$ cat config.mk
export PLATFORM = sky130hd
export DESIGN_NAME = fetch_unit
export DESIGN_NICKNAME = d
export VERILOG_FILES = /design/src/rtl/fetch_unit.sv
export SDC_FILE = /design/constraint.sdc
export NUM_CORES = 1
export LEC_CHECK = 0
export BUFFER_PORTS_ARGS = -buffer_cell sky130_fd_sc_hd__buf_2
export CAP_MARGIN = 10
export CELL_PAD_IN_SITES_DETAIL_PLACEMENT = 1
export CELL_PAD_IN_SITES_GLOBAL_PLACEMENT = 2
export CORE_MARGIN = 2
export CORE_UTILIZATION = 25
export DETAILED_ROUTE_END_ITERATION = 8
export PLACE_DENSITY = 0.65
export SETUP_SLACK_MARGIN = 0.3
export SLEW_MARGIN = 20
export SYNTH_ARGS = -nofsm -noshare
export SYNTH_HDL_FRONTEND = slang
export SYNTH_SLANG_ARGS = --single-unit
$ cat constraint.sdc
create_clock -name clk -period 5.28 [get_ports clk]
set_clock_uncertainty 0.2 [all_clocks]
set_input_delay 1.056 -clock clk [delete_from_list [all_inputs] [get_ports clk]]
set_output_delay 1.056 -clock clk [all_outputs]
set_load 0.01 [all_outputs]
$ cat src/rtl/fetch_unit.sv
// Instruction fetch stage: PC generation, imem request/response port and a small
// instruction buffer feeding decode. Optional same-cycle response bypass: FETCH_BYPASS_EN.
module fetch_unit #(
   parameter logic [31:0] RESET_PC        = 32'h0000_0000,
   parameter int unsigned FIFO_DEPTH      = 2,
   parameter int unsigned MAX_OUTSTANDING = 2
) (
   input  logic        clk,
   input  logic        reset,
   input  logic        stall,
   input  logic        redirect,
   input  logic [31:0] redirectPc,
   input  logic        trapEn,
   input  logic [31:0] trapVec,
   output logic        imemReq,
   output logic [31:0] imemAddr,
   input  logic        imemGnt,
   input  logic        imemRvalid,
   input  logic [31:0] imemRdata,
   output logic [31:0] pcOut,
   output logic [31:0] instOut,
   output logic        instValid
);
   localparam int unsigned PTR_W = $clog2(FIFO_DEPTH);
   localparam int unsigned CNT_W = $clog2(FIFO_DEPTH + 1);
   localparam int unsigned OUT_W = $clog2(MAX_OUTSTANDING + 1);
   localparam logic [31:0] NOP   = 32'h0000_0033;

   logic [31:0]      fetch_pc, fetch_pc_nxt;
   logic [31:0]      resp_pc, resp_pc_nxt;
   logic [OUT_W-1:0] outstanding, outstanding_nxt;
   logic [OUT_W-1:0] discard, discard_nxt;
   logic [CNT_W-1:0] count, count_nxt;
   logic [PTR_W-1:0] wr_ptr, rd_ptr;
   logic [31:0]      buf_pc   [FIFO_DEPTH];
   logic [31:0]      buf_inst [FIFO_DEPTH];
   logic [31:0]      raw_target, target;
   logic             flush, fire, ret, accept, bypass, push, pop, empty, full;

   // Request credit, redirect target and buffer handshakes
   always_comb begin
      flush      = trapEn | redirect;
      raw_target = trapEn ? trapVec : redirectPc;
      target     = raw_target & ~32'd3;
      empty      = (count == '0);
      full       = (32'(count) == FIFO_DEPTH);
      imemReq    = reset && (32'(outstanding) + 32'(count) < FIFO_DEPTH)
                   && (32'(outstanding) < MAX_OUTSTANDING) && !flush;
      imemAddr   = fetch_pc;
      fire       = imemReq & imemGnt;
      ret        = imemRvalid & (outstanding != '0);
      accept     = imemRvalid & ~flush & (discard == '0);
`ifdef FETCH_BYPASS_EN
      bypass     = accept & empty & ~stall;
`else
      bypass     = 1'b0;
`endif
      push       = accept & ~bypass;
      pop        = ~flush & ~stall & ~empty;
   end

   // Next-state: responses in flight at a redirect become the discard count
   always_comb begin
      fetch_pc_nxt    = fetch_pc;
      resp_pc_nxt     = resp_pc;
      outstanding_nxt = outstanding;
      discard_nxt     = discard;
      count_nxt       = count;
      if (fire) begin
         fetch_pc_nxt = fetch_pc + 32'd4;
      end
      if (fire && !ret) begin
         outstanding_nxt = outstanding + OUT_W'(1);
      end else if (!fire && ret) begin
         outstanding_nxt = outstanding - OUT_W'(1);
      end
      if (flush) begin
         fetch_pc_nxt = target;
         resp_pc_nxt  = target;
         discard_nxt  = outstanding_nxt;
         count_nxt    = '0;
      end else begin
         if (imemRvalid && discard != '0) begin
            discard_nxt = discard - OUT_W'(1);
         end
         if (accept) begin
            resp_pc_nxt = resp_pc + 32'd4;
         end
         count_nxt = count + CNT_W'(push) - CNT_W'(pop);
      end
   end

   always_ff @(posedge clk or negedge reset) begin
      if (!reset) begin
         fetch_pc    <= RESET_PC;
         resp_pc     <= RESET_PC;
         outstanding <= '0;
         discard     <= '0;
         count       <= '0;
         wr_ptr      <= '0;
         rd_ptr      <= '0;
      end else begin
         fetch_pc    <= fetch_pc_nxt;
         resp_pc     <= resp_pc_nxt;
         outstanding <= outstanding_nxt;
         discard     <= discard_nxt;
         count       <= count_nxt;
         if (flush) begin
            wr_ptr <= '0;
            rd_ptr <= '0;
         end else begin
            if (push) wr_ptr <= wr_ptr + PTR_W'(1);
            if (pop)  rd_ptr <= rd_ptr + PTR_W'(1);
         end
      end
   end

   // Buffer storage needs no reset: entries are only read while count covers them
   always_ff @(posedge clk) begin
      if (push && !flush) begin
         buf_pc[wr_ptr]   <= resp_pc;
         buf_inst[wr_ptr] <= imemRdata;
      end
   end

   always_comb begin
      instValid = 1'b0;
      instOut   = NOP;
      pcOut     = resp_pc;
      if (!reset) begin
         pcOut = '0;
      end else if (!empty) begin
         instValid = 1'b1;
         pcOut     = buf_pc[rd_ptr];
         instOut   = buf_inst[rd_ptr];
      end
`ifdef FETCH_BYPASS_EN
      else if (bypass) begin
         instValid = 1'b1;
         instOut   = imemRdata;
      end
`endif
   end

   a_no_overflow: assert property (@(posedge clk) disable iff (!reset) !(push && full));

endmodule

==> metrics list <==
- Die width: 199 um
- In this run the remaining antenna-violating nets after routing total 0.
* Number of nets at the end of the flow: 1148
- After detailed routing, the wire length on met1 is 15.3 mm.
* Setup repair after global routing missed its margin: no
- Summed over all cells, the static leakage comes to 0.00437 uW.
- At the later pin of the worst-skew pair, clock insertion delay measures 0.43 ns.
- Category of the critical setup timing path: input pin to output pin
* Synth Area in Simple Gates: 15.8%
- Clock tree synthesis inserted a total of 17 buffers.
- A synthesized cell averages 11.0 um^2.
* Maximum fanout along the worst path: 41
- The root buffer cell chosen for the clock tree is sky130_fd_sc_hd__clkbuf_16.
- Flops & latches, synth: 192
* Type of the tightest min-delay check: input pin to async pin
* Hold bufs inserted after CTS: 0
- The number of max-slew violations in the final report came to 0.
* Register clock-pin slew on the reported worst setup and hold paths: 0.07 ns
- Once the clock tree was built, the resizer swapped 0 gates to a different size.
- The startpoint identified for the worst register-to-register timing path is outstanding[0]$_DFF_PN0_.
- Counting along the longest clock path gives a buffer depth of 2.
- Number of warning messages in the yosys log: 0
* Initial core utilization: 25.3%
* Crit-path max cell delay: 0.65 ns
- Share of synthesized area occupied by flip-flops and latches: 57.1%
- The die covers 0.0396 mm^2.
* Series of cell instances along the critical path: buf_2 > or2_2 > nor2_1 > buf_2
- Number of distinct library cell variants in the gate-level netlist after synthesis: 69
- The placed instances occupy a cell area of 0.0110 mm^2.
- XOR/XNOR Fraction of Synth Area: 1.11%
- The clock drives 192 sinks.
- CTS tree: yes
- Wire length on met3: 1.45 mm
* Via count of the first global-routing pass: 7944
* Cell with the most instances on the worst path: sky130_fd_sc_hd__buf_2
* Antenna cell count: 0
- Setup violation total in the final timing report: 0
- Detailed-routing iteration count for the pre-antenna-repair pass: 5
- DRC Markers: 0
- Slew at the pin with the worst max-slew slack: 1.10 ns
- For this design the top-level I/O count stands at 201.
* Post-route fraction of the period consumed by the critical path: 75.2%
- Maximum number of pins on one net before global-route repair: 63
* Setup TNS Final: 0 ns
- Reg-to-reg critical path endpoint: imemAddr[10]$_DFFE_PN0P_
- Netlist area before placement: 0.00950 mm^2
- Antenna violations before repair: 1
- The routed design could run at a clock period as short as 3.97 ns.
- STA classifies the critical path endpoint as an output pin.
- The initialized floorplan defines 71 standard-cell rows.
- The setup check on the worst reg-to-reg path leaves a slack of 2.13 ns.
- Main combinational cell family by area after synthesis: simple AND/OR/NAND/NOR gates
- Combined flip-flop and latch cell area: 0.00543 mm^2
- Total power: 3770 uW
- Share of synthesized area spent on multiplexers: 6.64%
* Proportion of layout cells with a drive suffix above 1: 24.8%
* Detailed-placement wirelength estimate: 22.3 mm
* Final worst slack: 1.31 ns
* Number of design-rule violations left by the first detailed-router iteration: 450
* H-tree lvl count: 4
* Final hold violations: 0
* First-pass GRT wire length: 47.8 mm
- Synth-to-layout area growth: 21.9%
- After detailed routing, the met2 layer carries 14.2 mm of wire.
- Beginning of the critical path: trapEn
- Max Clock Freq: 0.252 GHz
* RD Place Congestion: 0.817
* Via count normalized by instance count: 4.94
- The tool flagged a number of max-cap violations equal to 0.
* Share of the synthesized area in compound gates (AO/OA/AOI/OAI): 14.7%
* Worst endpoint required time: 4.02 ns
- For this run, asynchronously set or reset flops after synthesis account for 35.4%.
* Run status: finished clean
- At the placement stage, the worst setup path has a slack of 1.26 ns.
* Worst path bufs/invs: 2
- DIE HEIGHT: 199 um
- Counting the fill cells in the layout gives 4295.
- The detailed router placed 7710 vias in this run.
- Synthesis handed over a netlist of 862 instances.
- Area of combinational cells with multiple inputs: 0.00377 mm^2
- The slowest stage of the critical path is the sky130_fd_sc_hd__or2_2 cell.
- PortBufs: 192
- VDD sags by at most 0.194 mV.
- The detailed router used layers up to and including met4.
- Grouping stages by cell kind, the critical path spends the most delay in simple AND/OR/NAND/NOR gates.
* Max transition margin: 25.8%
- Congestion Overflow GR: 0
- Of the total synthesized cell area, the portion taken by full adders, half adders and majority gates is 1.00%.
- For the worst flop-to-flop path, the logic depth is 9.
* Wire length per cell after detailed routing: 20.0 um
* Worst path arrival time: 2.71 ns
- After routing the design area is 0.0116 mm^2.
* GRT Total Usage: 16.1%
- Sort of element at the start of the critical path: input pin
- In this run the post-CTS setup repair buffer count came out at 0.
- Floorplan Core Area: 0.0376 mm^2
- In the synthesized netlist the dominant register cell turns out to be sky130_fd_sc_hd__edfxtp_1.
- Power density over cell area: 326 mW/mm^2
* Total routed wirelength: 31.3 mm
- The synthesized design contains 124 enable-type register cells.
[worst reg2reg max path: stages, from the launching register on]
cell	delay, ns
sky130_fd_sc_hd__dfrtp_1	0.45
sky130_fd_sc_hd__and2_1	0.20
sky130_fd_sc_hd__fa_1	0.45
sky130_fd_sc_hd__nor4b_1	0.52
sky130_fd_sc_hd__nand2_1	0.11
sky130_fd_sc_hd__buf_4	0.19
sky130_fd_sc_hd__nand2_1	0.49
sky130_fd_sc_hd__buf_4	0.25
sky130_fd_sc_hd__a21oi_1	0.06
sky130_fd_sc_hd__a21oi_1	0.15
[worst max path at each step]
stage                                          end  slack (ns)  depth (start not counted)
after floorplan           buf_inst[1][0]$_DFFE_PP_        1.03                          5
after global placement                     imemReq        1.29                          4
after detailed placement                   imemReq        1.26                          4
after CTS                                  imemReq        1.26                          4
after global routing                       imemReq        1.17                          4
final                                      imemReq        1.31                          4
[sequential cells by signal, summed over array words and instances (netlist names)]
signal	flops
wr_ptr	1
outstanding	2
buf_inst	64
resp_pc	30
rd_ptr	1
discard	2
count	2
imemAddr	30
buf_pc	60
[area by class of cell]
class / instances / share of cell area (%)
multi-input combinational: 605 / 32.5
clock buffer: 22 / 4.19
tap: 511 / 5.52
timing repair buffer: 205 / 9.25
sequential: 192 / 46.9
clock inverter: 10 / 1.07
inverter: 17 / 0.551
[power breakdown]
group          internal (uW)  switching, uW  total [uW]
registers               1720            149        1870
logic                    216            339         555
clock network            759            592        1350
total                   2690           1080        3770
[layer usage]
| layer | global-route usage [%] | vias to the layer above |
|---|---|---|
| li1 | - | 3599 |
| met1 | 22.5 | 3880 |
| met2 | 25.4 | 208 |
| met3 | 2.92 | 23 |
| met4 | 4.34 | 0 |
| met5 | 0 | - |
[through the flow]
stage	util, %	hold WS [ns]	instances
2_1_floorplan	-	0.241	865
3_3_place_gp	29.2	0.334	1530
3_5_place_dp	29.2	0.350	1530
4_1_cts	30.8	0.275	1562
5_1_grt	30.8	0.279	1562
6_report	30.8	0.296	1562
[cell usage after synthesis (17+ instances only)]
cell type	n	area, um^2
sky130_fd_sc_hd__a31oi_1	22	138
sky130_fd_sc_hd__and2_1	19	119
sky130_fd_sc_hd__inv_1	17	63.8
sky130_fd_sc_hd__mux2i_1	63	631
sky130_fd_sc_hd__nand4_1	19	119
sky130_fd_sc_hd__clkbuf_1	28	105
sky130_fd_sc_hd__nor2_1	57	214
sky130_fd_sc_hd__nand3_1	25	125
sky130_fd_sc_hd__nand2_1	91	342
sky130_fd_sc_hd__a21oi_1	72	360
sky130_fd_sc_hd__dfrtp_1	68	1700
sky130_fd_sc_hd__o21ai_0	75	375
sky130_fd_sc_hd__edfxtp_1	124	3720
[placed cells by master (no fill, tap or decap), types with 8 or more instances in the layout]
master                      Yosys  layout
sky130_fd_sc_hd__a21oi_1       72      72
sky130_fd_sc_hd__a2bb2oi_1      8       8
sky130_fd_sc_hd__a31oi_1       22      22
sky130_fd_sc_hd__and2_1        19      19
sky130_fd_sc_hd__and3_1        12      11
sky130_fd_sc_hd__and4_1        11      11
sky130_fd_sc_hd__buf_2          3     192
sky130_fd_sc_hd__buf_4          5      12
sky130_fd_sc_hd__clkbuf_16      0      18
sky130_fd_sc_hd__dfrtp_1       68      67
sky130_fd_sc_hd__edfxtp_1     124     124
sky130_fd_sc_hd__inv_1         17      17
sky130_fd_sc_hd__mux2i_1       63      63
sky130_fd_sc_hd__nand2_1       91      91
sky130_fd_sc_hd__nand3_1       25      25
sky130_fd_sc_hd__nand4_1       19      19
sky130_fd_sc_hd__nor2_1        57      54
sky130_fd_sc_hd__nor3_1        11      11
sky130_fd_sc_hd__nor4_1         9       9
sky130_fd_sc_hd__o21ai_0       75      75
sky130_fd_sc_hd__o31ai_1       10      10
sky130_fd_sc_hd__xnor2_1       10      10
[kinds of logic (layout without fill, tap and decap cells)]
logic type      Yosys count  after routing
compound gates          232            232
xor+xnor                 12             12
fa+ha+maj                 7              7
buf+inv                  68            254
flops                   192            192
mux                      63             63
other cells               1              4
simple gates            287            287
No activity file was read; power rests on OpenSTA's default activity.
